[src/rtl/stopwatch_ctrl_if.sv]
// rtl/stopwatch_ctrl_if.sv - board keys and counter-chain control signals of the stopwatch sequencer
interface stopwatch_ctrl_if;
    logic [3:0] KEY;
    logic       tick;
    logic       clear;
    logic       display_hold;
    logic       running;
    logic [1:0] state;

    modport master (
        output KEY,
        input  tick,
        input  clear,
        input  display_hold,
        input  running,
        input  state
    );

    modport slave (
        input  KEY,
        output tick,
        output clear,
        output display_hold,
        output running,
        output state
    );
endinterface

[src/rtl/stopwatch_ctrl.sv]
// rtl/stopwatch_ctrl.sv - key debounce plus start/stop/lap/clear sequencer driving the centisecond counter chain
module stopwatch_ctrl #(
    parameter int CLK_HZ          = 50_000_000,
    parameter int TICK_HZ         = 100,
    parameter int DEBOUNCE_CYCLES = 1_000_000
) (
    input  logic              CLOCK_50,
    input  logic              reset,
    stopwatch_ctrl_if.slave   bus
);

    localparam int DIV = CLK_HZ / TICK_HZ;
    localparam int PW  = $clog2(DIV);
    localparam int DBW = $clog2(DEBOUNCE_CYCLES + 1);

    localparam logic [PW-1:0]  PRE_MAX = PW'(DIV - 1);
    localparam logic [DBW-1:0] DB_MAX  = DBW'(DEBOUNCE_CYCLES - 1);

    typedef enum logic [1:0] {
        S_IDLE    = 2'b00,
        S_RUNNING = 2'b01,
        S_PAUSED  = 2'b10,
        S_LAP     = 2'b11
    } state_t;

    // Key 3 has no function; only start/stop, lap and clear go through the input path.
    logic [2:0]     sync1;
    logic [2:0]     sync2;
    logic [2:0]     deb;
    logic [2:0]     deb_d;
    logic [2:0]     press_q;
    logic [DBW-1:0] db_cnt [3];

    state_t         state_q;
    state_t         next_state;
    logic           do_clear;
    logic [PW-1:0]  pre_q;
    logic           tick_q;
    logic           clear_q;
    logic           running_q;
    logic           hold_q;

    logic           ev_clear;
    logic           ev_start;
    logic           ev_lap;

    // Synchronize raw keys, debounce each press level and register one-cycle press events.
    always_ff @(posedge CLOCK_50) begin
        if (reset) begin
            sync1   <= '1;
            sync2   <= '1;
            deb     <= '0;
            deb_d   <= '0;
            press_q <= '0;
            for (int i = 0; i < 3; i++) begin
                db_cnt[i] <= '0;
            end
        end else begin
            sync1   <= bus.KEY[2:0];
            sync2   <= sync1;
            deb_d   <= deb;
            press_q <= deb & ~deb_d;
            for (int i = 0; i < 3; i++) begin
                if (~sync2[i] == deb[i]) begin
                    db_cnt[i] <= '0;
                end else if (db_cnt[i] == DB_MAX) begin
                    deb[i]    <= ~deb[i];
                    db_cnt[i] <= '0;
                end else begin
                    db_cnt[i] <= db_cnt[i] + 1'b1;
                end
            end
        end
    end

    // Only the highest-priority event of a cycle reaches the FSM: clear, then start, then lap.
    assign ev_clear = press_q[2];
    assign ev_start = press_q[0] & ~press_q[2];
    assign ev_lap   = press_q[1] & ~press_q[0] & ~press_q[2];

    // Next-state and clear-request decode for the start/stop/lap/clear sequencer.
    always_comb begin
        next_state = state_q;
        do_clear   = 1'b0;
        case (state_q)
            S_IDLE: begin
                if (ev_clear) begin
                    do_clear = 1'b1;
                end else if (ev_start) begin
                    next_state = S_RUNNING;
                end
            end
            S_RUNNING: begin
                if (ev_start) begin
                    next_state = S_PAUSED;
                end else if (ev_lap) begin
                    next_state = S_LAP;
                end
            end
            S_LAP: begin
                if (ev_start) begin
                    next_state = S_PAUSED;
                end else if (ev_lap) begin
                    next_state = S_RUNNING;
                end
            end
            S_PAUSED: begin
                if (ev_clear) begin
                    do_clear   = 1'b1;
                    next_state = S_IDLE;
                end else if (ev_start) begin
                    next_state = S_RUNNING;
                end
            end
            default: next_state = S_IDLE;
        endcase
    end

    // State register, registered output decode and the tick prescaler that freezes while paused.
    always_ff @(posedge CLOCK_50) begin
        if (reset) begin
            state_q   <= S_IDLE;
            running_q <= 1'b0;
            hold_q    <= 1'b0;
            clear_q   <= 1'b0;
            tick_q    <= 1'b0;
            pre_q     <= '0;
        end else begin
            state_q   <= next_state;
            running_q <= (next_state == S_RUNNING) || (next_state == S_LAP);
            hold_q    <= (next_state == S_LAP);
            clear_q   <= do_clear;
            tick_q    <= 1'b0;
            if (do_clear) begin
                pre_q <= '0;
            end else if ((state_q == S_RUNNING) || (state_q == S_LAP)) begin
                if (pre_q == PRE_MAX) begin
                    pre_q  <= '0;
                    tick_q <= 1'b1;
                end else begin
                    pre_q <= pre_q + 1'b1;
                end
            end
        end
    end

    assign bus.tick         = tick_q;
    assign bus.clear        = clear_q;
    assign bus.display_hold = hold_q;
    assign bus.running      = running_q;
    assign bus.state        = state_q;

endmodule

[src/flat_wrapper.sv]
// flat-port wrapper written by rule: the top's interface ports become plain ports
module stopwatch_ctrl_flat 
#(
    parameter int CLK_HZ          = 50_000_000,
    parameter int TICK_HZ         = 100,
    parameter int DEBOUNCE_CYCLES = 1_000_000
)
  (CLOCK_50, reset, bus_KEY, bus_tick, bus_clear, bus_display_hold, bus_running, bus_state);
  stopwatch_ctrl_if bus_i ();
  input  logic CLOCK_50;
  input  logic reset;
  input wire logic [$bits(bus_i.KEY)-1:0] bus_KEY;
  output wire logic [$bits(bus_i.tick)-1:0] bus_tick;
  output wire logic [$bits(bus_i.clear)-1:0] bus_clear;
  output wire logic [$bits(bus_i.display_hold)-1:0] bus_display_hold;
  output wire logic [$bits(bus_i.running)-1:0] bus_running;
  output wire logic [$bits(bus_i.state)-1:0] bus_state;
  assign bus_i.KEY = bus_KEY;
  assign bus_tick = bus_i.tick;
  assign bus_clear = bus_i.clear;
  assign bus_display_hold = bus_i.display_hold;
  assign bus_running = bus_i.running;
  assign bus_state = bus_i.state;
  stopwatch_ctrl #(.CLK_HZ(CLK_HZ), .TICK_HZ(TICK_HZ), .DEBOUNCE_CYCLES(DEBOUNCE_CYCLES)) u_core (.CLOCK_50(CLOCK_50), .reset(reset), .bus(bus_i));
endmodule
[config.mk]
export PLATFORM = sky130hd
export DESIGN_NAME = stopwatch_ctrl_flat
export DESIGN_NICKNAME = d
export VERILOG_FILES = /design/src/rtl/stopwatch_ctrl_if.sv /design/src/rtl/stopwatch_ctrl.sv /design/src/flat_wrapper.sv
export SDC_FILE = /design/constraint.sdc
export NUM_CORES = 1
export LEC_CHECK = 0
export ABC_AREA = 1
export CAP_MARGIN = 10
export CORE_ASPECT_RATIO = 1.2
export CORE_MARGIN = 3
export CORE_UTILIZATION = 55
export DETAILED_ROUTE_END_ITERATION = 12
export GPL_TIMING_DRIVEN = 0
export HOLD_SLACK_MARGIN = 0.06
export PLACE_DENSITY = 0.75
export SLEW_MARGIN = 20
export SYNTH_ARGS = -nofsm -noshare
export SYNTH_HDL_FRONTEND = slang
export SYNTH_SLANG_ARGS = --single-unit
[constraint.sdc]
create_clock -name CLOCK_50 -period 1.6 [get_ports CLOCK_50]
set_input_delay 0.32 -clock CLOCK_50 [delete_from_list [all_inputs] [get_ports CLOCK_50]]
set_output_delay 0.32 -clock CLOCK_50 [all_outputs]
set_load 0.005 [all_outputs]
[Yosys cells after proc, flatten, opt, wreduce, memory -nomap -nowiden]
Memory sizes are Yosys's and may differ from the RTL's.
Index checks and enable logic that the tools add are counted.
W data, S select, Z words.
Cells by class
  add/sub/neg operators: 4
  equality and inequality tests: 12
  mux-type cells: 56
  bitwise gates (word level): 26
  reductions and logical operators: 9
Operator list (count)
  $mux W20: 9
  $add A20 B1 Y20 const B: 3
  $eq A20 B20 Y1 const B: 3
  $mux W1: 38
  $add A19 B1 Y19 const B: 1
  $eq A19 B19 Y1 const B: 1
  $mux W19: 1
  $mux W2: 7
  $not A1 Y1: 12
  $or A1 B1 Y1: 9
  $pmux W2 S4: 1
  $eq A2 B2 Y1 const B: 3
  $reduce_and A2 Y1: 3
  $eq A2 B1 Y1 const B: 2
  $reduce_or A2 Y1: 2
  $and A1 B1 Y1: 3
  $and A3 B3 Y3: 1
  $eq A1 B1 Y1: 3
  $not A3 Y3: 1
  $reduce_or A3 Y1: 1
  $logic_not A2 Y1: 1
  $logic_or A1 B1 Y1: 2
Word-level totals
  flip-flop bits (word level): 40
  RAM bits: 60
  output and inout port bits: 6
  memories: 1
Memories
  u_core.db_cnt: words 3, width 20, read ports 3, clocked after Yosys merged registers in 0, write ports 3, RTL line stopwatch_ctrl.sv:32  | logic [DBW-1:0] db_cnt [3];

[Depth between registers and ports, before layout]
  word-level depth: 8
  gate-level depth with buffers: 9

[Least setup slack after synthesis]
No wires, ideal clock.
  path type: register to register
  start: memory u_core.db_cnt[1][0] (netlist bit)
  end: memory u_core.db_cnt[1][6] (netlist bit) (data pin)
  data arrival time: 1292 ps
  slack: 52 ps
  cell stages (with the launch flop): 10
  period minus slack after synthesis: 1548 ps
  path through: edfxtp_1 > ha_1 > nand3_2 > inv_2 > nand3_2 > nor2_4 > nor2_4 > inv_4 > buf_12 > nor2_2
RTL lines (RTL line)
  from (decl): stopwatch_ctrl.sv:32

==> results.py <==
metrics = {
    "global_routing": {
        "gr-total-overflow": 0,
        "grt_max_degree": 18,
        "grtUsageMet1_pct": 25.43,
        "grtUsageTotal_pct": 20.05,
        "grt_pass1_vias": 4137,
        "use_met3_pct": 2.827,
        "grtUsageMet2_pct": 33.90,
        "antenna_found_initial": 0,
        "grt_busiest_layer": "met2",
        "grt_pass1_wl_um": 17590,
    },
    "cts": {
        "cts_buffers": 9,
        "cts_tree": "built",
        "ctsHtreeMaxLevel": 3,
        "cts-root-buf": "clkbuf_8",
        "clockBufferDepth": 2,
        "clkLatencyLatePin_ns": 0.37,
        "clock_sinks": 99,
        "cts.reportedPaths.clkPinSlew_ns": 0.11,
        "hold_buffers": 0,
    },
    "power_and_ir_drop": {
        "report.power.total_uw": 4727,
        "peakVddDrop_v": 0.0005016,
        "p_per_area_nw_per_um2": 725.4,
        "p_leak_uw": 0.002481,
    },
    "outcome": {
        "violations": "negative setup slack",
        "status": "complete, but fails checks",
    },
    "sta": {
        "timing.hold.ws_ns": 0.1950,
        "layout_worst_path_cycle_share_pct": 101.4,
        "grt_setup_unrepaired": "yes",
        "max_freq_ghz": 0.6162,
        "hold_viol": 0,
        "fin_ws_ns": -0.02283,
        "drv_slew": 0,
        "finalSetupViolCount": 10,
        "clock_skew_ns": 0.01350,
        "finalCriticalPeriod_ns": 1.623,
    },
    "drt": {
        "wl_per_cell_um": 11.91,
        "postRouteWirelength_um": 10820,
        "dr.pass1.iters": 5,
        "ant_nets": 0,
        "drcViolationCount": 0,
        "via_per_inst": 4.950,
        "vias": 4495,
        "drt_iter0_drc": 191,
    },
    "setup_path": {
        "worstPathRequired_ns": 1.73,
        "crit_path_start_kind": "flip-flop",
        "ff2ff_setup_slack_ns": -0.02,
        "crit_fanout": 10,
        "r2r_end": "u_core.db_cnt[1][11]$_SDFFCE_PN0P_",
        "slowest_delay_ns": 0.38,
        "path_buf_inv": 3,
        "critPathKind": "reg -> reg",
        "r2r_start": "u_core.db_cnt[1][1]$_SDFFCE_PN0P_",
        "rr_worst_depth": 9,
        "cp_top_family": "simple AND/OR/NAND/NOR gates",
        "path_cells": "ha_2 -> nand3_4 -> inv_4 -> nand3_4 -> nor2_4 -> nor2_4 -> inv_4 -> buf_12 -> nor2_2",
        "crit_arrival_ns": 1.75,
        "end_kind": "flip-flop",
        "slowest_stage": "edfxtp_1",
    },
    "cells_and_area": {
        "syn2layout_area_growth_pct": 21.57,
        "antenna_cells": 0,
        "layout_commonest_cell": "nand2_1",
        "layout_common_cells": "154 x nand2_1, 125 x nor2_1, 64 x inv_1",
        "stdcell_area_um2": 6516,
        "final_core_util_pct": 70.28,
        "nets": 793,
        "drive_gt1_share_pct": 17.89,
    },
    "logic_synthesis": {
        "ys_seq_elements": 99,
        "synth_warnings": 0,
        "syn_inst": 675,
        "async_reset_ff_share_pct": 0,
        "ys.flop_type": "edfxtp_1",
        "synth_area_um2": 5360,
        "synthTopCellsByArea": "edfxtp_1 34%, dfxtp_1 15%, nand2_1 11%",
        "synth_enable_flop_cells": 60,
        "syn_avg_cell_area_um2": 7.941,
        "ys_seq_area_share_pct": 48.18,
        "synth_top_area_share_pct": 33.61,
        "synth_top_area_cell": "edfxtp_1",
        "yosys.cell_types.count": 32,
    },
    "place": {
        "pre_cts_ws_ns": -0.1822,
        "numPortBuffers": 9,
        "dpl_cell_area_um2": 5822,
        "hpwlAfterDp_um": 7398,
        "gp_congestion": 0.8718,
    },
    "die": {
        "rows": 38,
        "initial_core_util_pct": 57.81,
        "core_um2": 9271,
        "die_w_um": 96.12,
        "die_area_um2": 10970,
        "io_pins": 12,
        "die_height_um": 114.1,
    },
    "worst_hold_path": {
        "hold_end": "u_core.sync1[1]$_SDFF_PP1_",
        "hold_class": "in -> reg",
        "whs_path_depth": 2,
        "min_from": "reset",
    },
    "run": {
        "cap_violations": 0,
    },
}
## cells in the mapped netlist, drive strengths merged (13+ instances only)
cell type,number
nor2,169
nand2,160
inv,69
edfxtp,60
nand3,43
dfxtp,39
a21oi,24
xor2,21
xnor2,17
nand4,14
nor3,13
or2,13
## sequential cells by signal, summed over array words and instances, names as in the netlist
| register | cells |
|---|---|
| u_core.bus.tick | 1 |
| u_core.bus.display_hold | 1 |
| u_core.pre_q | 19 |
| u_core.db_cnt | 60 |
| u_core.deb_d | 3 |
| u_core.sync2 | 3 |
| u_core.bus.state | 2 |
| u_core.bus.clear | 1 |
| u_core.sync1 | 3 |
| u_core.press_q | 3 |
| u_core.deb | 3 |
## repair_timing
item | in CTS | in global routing
buffers inserted | 12 | 15
gates resized for setup | 12 | 61
endpoints found under the setup margin | 59 | 63
pin swaps | 3 | 12
hold endpoints to repair | 0 | 0
cloned | 0 | 2
## worst register-to-register path: cells and delay by family (launching register included)
family | cells | cell delay [ns]
adder cells (fa/ha/maj) | 1 | 0.22
buffers and inverters | 3 | 0.33
flip-flops | 1 | 0.38
AND/OR/NAND/NOR | 5 | 0.44
## worst max-delay path by stage
stage                                                    end                               from  cells after the start
after floorplan            u_core.db_cnt[1][6]$_SDFFCE_PN0P_  u_core.db_cnt[1][0]$_SDFFCE_PN0P_                      9
final                     u_core.db_cnt[1][11]$_SDFFCE_PN0P_  u_core.db_cnt[1][1]$_SDFFCE_PN0P_                      9
after CTS                 u_core.db_cnt[0][16]$_SDFFCE_PN0P_  u_core.db_cnt[0][0]$_SDFFCE_PN0P_                      7
after detailed placement  u_core.db_cnt[0][16]$_SDFFCE_PN0P_  u_core.db_cnt[0][0]$_SDFFCE_PN0P_                      7
after global routing      u_core.db_cnt[1][11]$_SDFFCE_PN0P_  u_core.db_cnt[1][0]$_SDFFCE_PN0P_                      9
after global placement    u_core.db_cnt[0][16]$_SDFFCE_PN0P_  u_core.db_cnt[0][0]$_SDFFCE_PN0P_                      7
## layer usage
metal / share of wire [%] / routed length (um) / up-vias
met5: 0 / 0 / -
met4: 2.1 / 227 / 0
met3: 2.3 / 248 / 19
met2: 51 / 5527 / 63
met1: 44 / 4812 / 2093
li1: - / - / 2320
## power by group
part	switching [uW]	internal, uW	leakage, uW
registers	74.2	2770	0.000936
logic	168	114	0.00145
clock network	929	672	0.0000992
## through the flow
stage | cells | setup TNS (ns)
2_1_floorplan | 734 | 0
3_3_place_gp | 863 | -4.543
3_5_place_dp | 863 | -5.808
4_1_cts | 891 | 0
5_1_grt | 908 | -4.115
6_report | 908 | -0.08324
## final cells by class
cell class | instances | area, um2
Timing Repair Buffer | 38 | 340.3
Clock inverter | 6 | 43.79
Fill cell | 755 | 2755
Multi-Input combinational cell | 557 | 2885
Inverter | 69 | 264.0
Clock buffer | 10 | 148.9
Sequential cell | 99 | 2587
Tap cell | 120 | 150.1
Buffer | 9 | 96.34
## kinds of logic (layout without fill, tap and decap cells)
kind of cell             count (synthesis)  after routing  share of synthesized area, %
adder cells (fa/ha/maj)                  4              4                        0.9337
XOR/XNOR                                38             38                         6.209
flip-flops                              99             99                         48.18
buffers and inverters                   78            132                         6.232
other                                    1             60                       0.06996
AND/OR/NAND/NOR                        418            418                         34.83
AO/OA/AOI/OAI                           36             36                         3.361
multiplexers                             1              1                        0.1867
No activity file was read; power rests on OpenSTA's default activity.
